### config.mk
export PLATFORM = sky130hd
export DESIGN_NAME = instr_fetch
export DESIGN_NICKNAME = d
export VERILOG_FILES = /design/src/rtl/instr_fetch.sv
export SDC_FILE = /design/constraint.sdc
export NUM_CORES = 1
export LEC_CHECK = 0
export BUFFER_PORTS_ARGS = -buffer_cell sky130_fd_sc_hd__clkbuf_2
export CAP_MARGIN = 10
export CORE_AREA = 2 2 124 126
export DETAILED_ROUTE_END_ITERATION = 12
export DIE_AREA = 0 0 126 128
export PLACE_DENSITY = 0.67
export SLEW_MARGIN = 20
export SYNTH_ARGS = -nofsm -noshare
export SYNTH_HDL_FRONTEND = slang
export SYNTH_SLANG_ARGS = --single-unit
### constraint.sdc
create_clock -name clk -period 5.9 [get_ports clk]
set_input_delay 0.59 -clock clk [delete_from_list [all_inputs] [get_ports clk]]
set_output_delay 0.59 -clock clk [all_outputs]
set_load 0.01 [all_outputs]
### src/rtl/instr_fetch.sv
// instr_fetch: sequential instruction fetch unit with a small {pc, instr} queue and redirect flush
module instr_fetch #(
  parameter int N = 32,
  parameter int A = 32,
  parameter logic [A-1:0] RESET_PC = '0,
  parameter int DEPTH = 2
) (
  input  logic         clk,
  input  logic         rst_n,
  input  logic         fetch_en,
  input  logic         redirect_valid,
  input  logic [A-1:0] redirect_pc,
  output logic [A-1:0] imem_addr,
  input  logic [N-1:0] imem_data,
  output logic         out_valid,
  input  logic         out_ready,
  output logic [N-1:0] out_instr,
  output logic [A-1:0] out_pc
);
  localparam int PW = $clog2(DEPTH);
  localparam int CW = $clog2(DEPTH + 1);
  logic [A-1:0] pc;
  logic [CW-1:0] count;
  logic [PW-1:0] head, tail;
  logic [A-1:0] pc_q [DEPTH];
  logic [N-1:0] instr_q [DEPTH];
  logic push, pop;
  function automatic logic [PW-1:0] nxt(input logic [PW-1:0] p);
    return (p == PW'(DEPTH - 1)) ? '0 : p + 1'b1;
  endfunction
  assign imem_addr = pc;
  assign out_valid = (count != '0) && !redirect_valid;
  assign pop = out_valid && out_ready;
  assign push = fetch_en && !redirect_valid && ((count < CW'(DEPTH)) || pop);
  assign out_instr = instr_q[head];
  assign out_pc = pc_q[head];
  // pc, queue pointers and occupancy; a redirect flushes and retargets ahead of everything else
  always_ff @(posedge clk or negedge rst_n)
    if (!rst_n) begin
      pc <= RESET_PC;
      count <= '0;
      head <= '0;
      tail <= '0;
    end else if (redirect_valid) begin
      pc <= {redirect_pc[A-1:2], 2'b00};
      count <= '0;
      head <= '0;
      tail <= '0;
    end else begin
      if (push) begin
        pc <= pc + A'(4);
        tail <= nxt(tail);
      end
      if (pop) head <= nxt(head);
      count <= count + CW'(push) - CW'(pop);
    end
  // queue storage; contents are only meaningful below the occupancy count, so no reset
  always_ff @(posedge clk)
    if (push) begin
      pc_q[tail] <= pc;
      instr_q[tail] <= imem_data;
    end
endmodule

==> results.md <==
- The flow ran to the end, and the final reports show no timing, DRC or antenna violations.
- The detailed-router iteration count before antenna repair is 4.
- Buffers added to address setup during post-CTS repair amount to 0.
- The floorplan has 45 rows.
- The starting density of the core is 0.430.
- Across the run, the number of max-cap violations was 0.
- The critical path contains buffers and inverters numbering 2 combined.
- The proportion of register bits with asynchronous set or reset after synthesis is 0.215.
- The routed wire length is 13,200 um.
- In this run, CTS created clock tree buffers numbering 17.
- The count of state elements after synthesis is 158.
- Along the worst path, the maximum fanout reaches 49.
- The kind of cell with the highest combined delay along the critical path is buffers and inverters.
- The post-route clock skew is 0.00684 ns.
- Data arrives at the worst endpoint at 2.22 ns.
- The post-route fraction of the period consumed by the critical path is 0.477.
- The sequential cell area fraction in the yosys report is 0.716.
- The total count of max-transition violations in the final report came to 0.
- At the pin with the least slew margin, the transition time is 0.979 ns.
- The standby leakage power is 3.09 nW.
- The cell total after placement is 752.
- In this run the count of I/O pins placed on the die edge is 166.
- On the worst path, the slowest cell contributes a delay of 0.63 ns.
- The worst path in the final design needs a cycle of 2.81 ns, including I/O delays and setup.
- The endpoint required time on the critical path is 5.31 ns.
- Yosys printed 0 warnings.
- The achievable clock frequency is 0.356 GHz.
- The total routing usage reported by global routing is 0.168.
- On the critical path, the stage with the largest delay is an instance of sky130_fd_sc_hd__buf_4.
- The deepest clock path buffer count is 2.
- The number of port buffers is 159.
- Leaving out filler cells and counting taps, the final layout contains 784.
- Setup repair after global routing left no endpoint under its margin.
- In the final timing run, aggregate negative setup slack is 0 ns.
- The total via count after detailed routing is 3,961.
- At the end of routability-driven placement, the weighted congestion stood at 0.726.
- Synthesis produced 420 cells.
- Among all flip-flop cells after synthesis, the most frequent one is sky130_fd_sc_hd__edfxtp_1.
- Clock latency on the worst-skew pair, taken at its later pin, is 0.42 ns.
- The count of flip-flops with a built-in enable after synthesis is 124.
- The total power is 2.71 mW.
- After detailed placement, the total cell area comes to 0.00738 mm^2.
- Gates resized during post-CTS repair numbered 0.
- The min-delay analysis places its worst path in the category primary input to async pin.
- The pin count of the biggest net entering global routing is 60.
- The die covers 0.0161 mm^2.
- The count of H-tree levels built during CTS is 4.
- In this run the mean area of a mapped cell was 15.2 um^2.
- The summed area of non-filler cells in the final layout is 0.00793 mm^2.
- The DRC marker count from the first detailed-route iteration is 226.
- The final layout contains 655 nets.
- Counting distinct cell types in the post-synthesis netlist gives 33.
- The power per cell area is 342 mW/mm^2.
- Measured along the y axis, the die boundary spans 128 um.
- After clock tree synthesis, the flow added hold-fix buffers numbering 0.
- In the final layout, the share of cells above drive strength 1 is 0.440.
- The first global-routing pass estimated 20,800 um of wire.
- The number of hold-slack violations in the final timing report is 0.
- Setup violations remaining at the end of the flow were counted as 0.
- TritonCTS built the clock tree.
- The detail route stage leaves a number of antenna-violating nets equal to 0.
- The detailed placement HPWL is 8680 um.
- The cell sitting at the root of the clock tree is a sky130_fd_sc_hd__clkbuf_16.
- The clock transition at the registers of the reported paths is 0.06 ns.
- The endpoint kind of the worst setup timing path is an output port.
- The number of antenna diodes in the final layout is 0.
- The kind of start point of the critical path is a register.
- The core box area is 0.0149 mm^2.
- The number of global-route vias before repair is 4,058.
- After detailed routing, the average wire length per cell comes to 16.8 um.
- The headroom to the max-slew limit is 0.346.
- After filler insertion, the fill cell instance count of the layout stands at 1,313.
- The netlist area before placement is 0.00639 mm^2.
- The critical path is of the register to output port type.
- Measured on the finished design, the core utilization comes to 0.534.
- Measured along the x axis, the die boundary spans 126 um.
- The remaining global-route overflow is 0.
- The number of sinks handled by clock tree synthesis is 158.
- IR analysis of the VDD net gives a maximum drop of 0.180 mV.
- The number of remaining DRC errors is 0.
- Dividing the detail-routed via count by the number of cells gives 5.05.
- The signal on the critical path passes through buf_4, mux2_2, clkbuf_2.
- The initial antenna violation count is 1.
- The area growth from synthesis to layout is 24.1%.
area by class of cell:
type	count	area, um^2	area share
Inverter	12	45.0	0.00568
Clock buffer	24	482	0.0607
Tap cell	188	235	0.0297
Sequential cell	158	4580	0.577
Timing Repair Buffer	163	826	0.104
Clock inverter	8	67.6	0.00852
Multi-Input combinational cell	231	1700	0.214
cell usage after synthesis (3+ instances only):
master | count | area [um^2]
sky130_fd_sc_hd__nand2_1 | 38 | 143
sky130_fd_sc_hd__mux2_2 | 62 | 698
sky130_fd_sc_hd__nor2_1 | 12 | 45.0
sky130_fd_sc_hd__nor3_1 | 6 | 30.0
sky130_fd_sc_hd__inv_1 | 12 | 45.0
sky130_fd_sc_hd__or2_2 | 3 | 18.8
sky130_fd_sc_hd__a31oi_1 | 3 | 18.8
sky130_fd_sc_hd__o21ai_0 | 28 | 140
sky130_fd_sc_hd__dfrtp_1 | 34 | 851
sky130_fd_sc_hd__nand3_1 | 9 | 45.0
sky130_fd_sc_hd__clkbuf_1 | 16 | 60.1
sky130_fd_sc_hd__and3_1 | 5 | 31.3
sky130_fd_sc_hd__xnor2_1 | 27 | 236
sky130_fd_sc_hd__buf_4 | 4 | 30.0
sky130_fd_sc_hd__nor4_1 | 13 | 81.3
sky130_fd_sc_hd__ha_1 | 3 | 37.5
sky130_fd_sc_hd__edfxtp_1 | 124 | 3720
registers in the layout, indices dropped and copies added (netlist names):
name	flops
count	2
head	1
pc_q	60
tail	1
instr_q	64
imem_addr	30
layout by cell type, fill, tap and decap left out, types with 5 or more instances in the layout:
master / instances
sky130_fd_sc_hd__nor2_1: 10
sky130_fd_sc_hd__o21ai_0: 28
sky130_fd_sc_hd__edfxtp_1: 124
sky130_fd_sc_hd__clkinv_2: 6
sky130_fd_sc_hd__and3_1: 5
sky130_fd_sc_hd__xnor2_1: 27
sky130_fd_sc_hd__dfrtp_1: 33
sky130_fd_sc_hd__clkbuf_16: 17
sky130_fd_sc_hd__nand3_1: 9
sky130_fd_sc_hd__nor4_1: 13
sky130_fd_sc_hd__nand2_1: 38
sky130_fd_sc_hd__clkbuf_2: 159
sky130_fd_sc_hd__inv_1: 12
sky130_fd_sc_hd__mux2_2: 62
sky130_fd_sc_hd__nor3_1: 6
cells by family (layout without fill, tap and decap cells):
group | count (synthesis) | count (layout) | synth area share
buffers and inverters | 34 | 207 | 0.0225
adder cells (fa/ha/maj) | 3 | 3 | 0.00587
multiplexers | 63 | 63 | 0.111
AND/OR/NAND/NOR | 98 | 98 | 0.0762
AO/OA/AOI/OAI | 34 | 34 | 0.0286
XOR/XNOR | 29 | 29 | 0.0397
other | 1 | 4 | 0.000587
flip-flops | 158 | 158 | 0.716
final timing paths:
| check | start | end | slack (ns) | depth (start not counted) |
|---|---|---|---|---|
| min | rst_n | imem_addr[11] | 0.30 | 1 |
| min in group clk | imem_data[6] | instr_q[0][6] | 0.36 | 1 |
| max in group asynchronous | rst_n | head | 4.97 | 1 |
| max reg2reg | imem_addr[6] | imem_addr[31] | 3.17 | 5 |
| min reg2reg | imem_addr[14] | pc_q[1][14] | 0.55 | 0 |
| max | head | out_pc[27] | 3.09 | 3 |
per-layer routing:
layer | up-vias | wire length, um | track usage
met2 | 124 | 6600 | 0.279
met3 | 19 | 765 | 0.0459
met1 | 1949 | 5610 | 0.211
li1 | 1867 | - | -
met4 | 2 | 176 | 0.0685
met5 | - | 14 | 0
where the power goes:
part / switching [mW] / internal (mW)
clock network: 0.408 / 0.609
logic: 0.190 / 0.165
registers: 0.0530 / 1.29
total: 0.651 / 2.06
through the flow:
stage,worst slack [ns],hold slack (ns)
6_report,3.09,0.295
5_1_grt,2.87,0.345
4_1_cts,3.03,0.318
3_5_place_dp,2.60,0.535
3_3_place_gp,2.70,0.518
2_1_floorplan,1.94,0.294
Note: power is estimated with default switching activity, not from simulation.
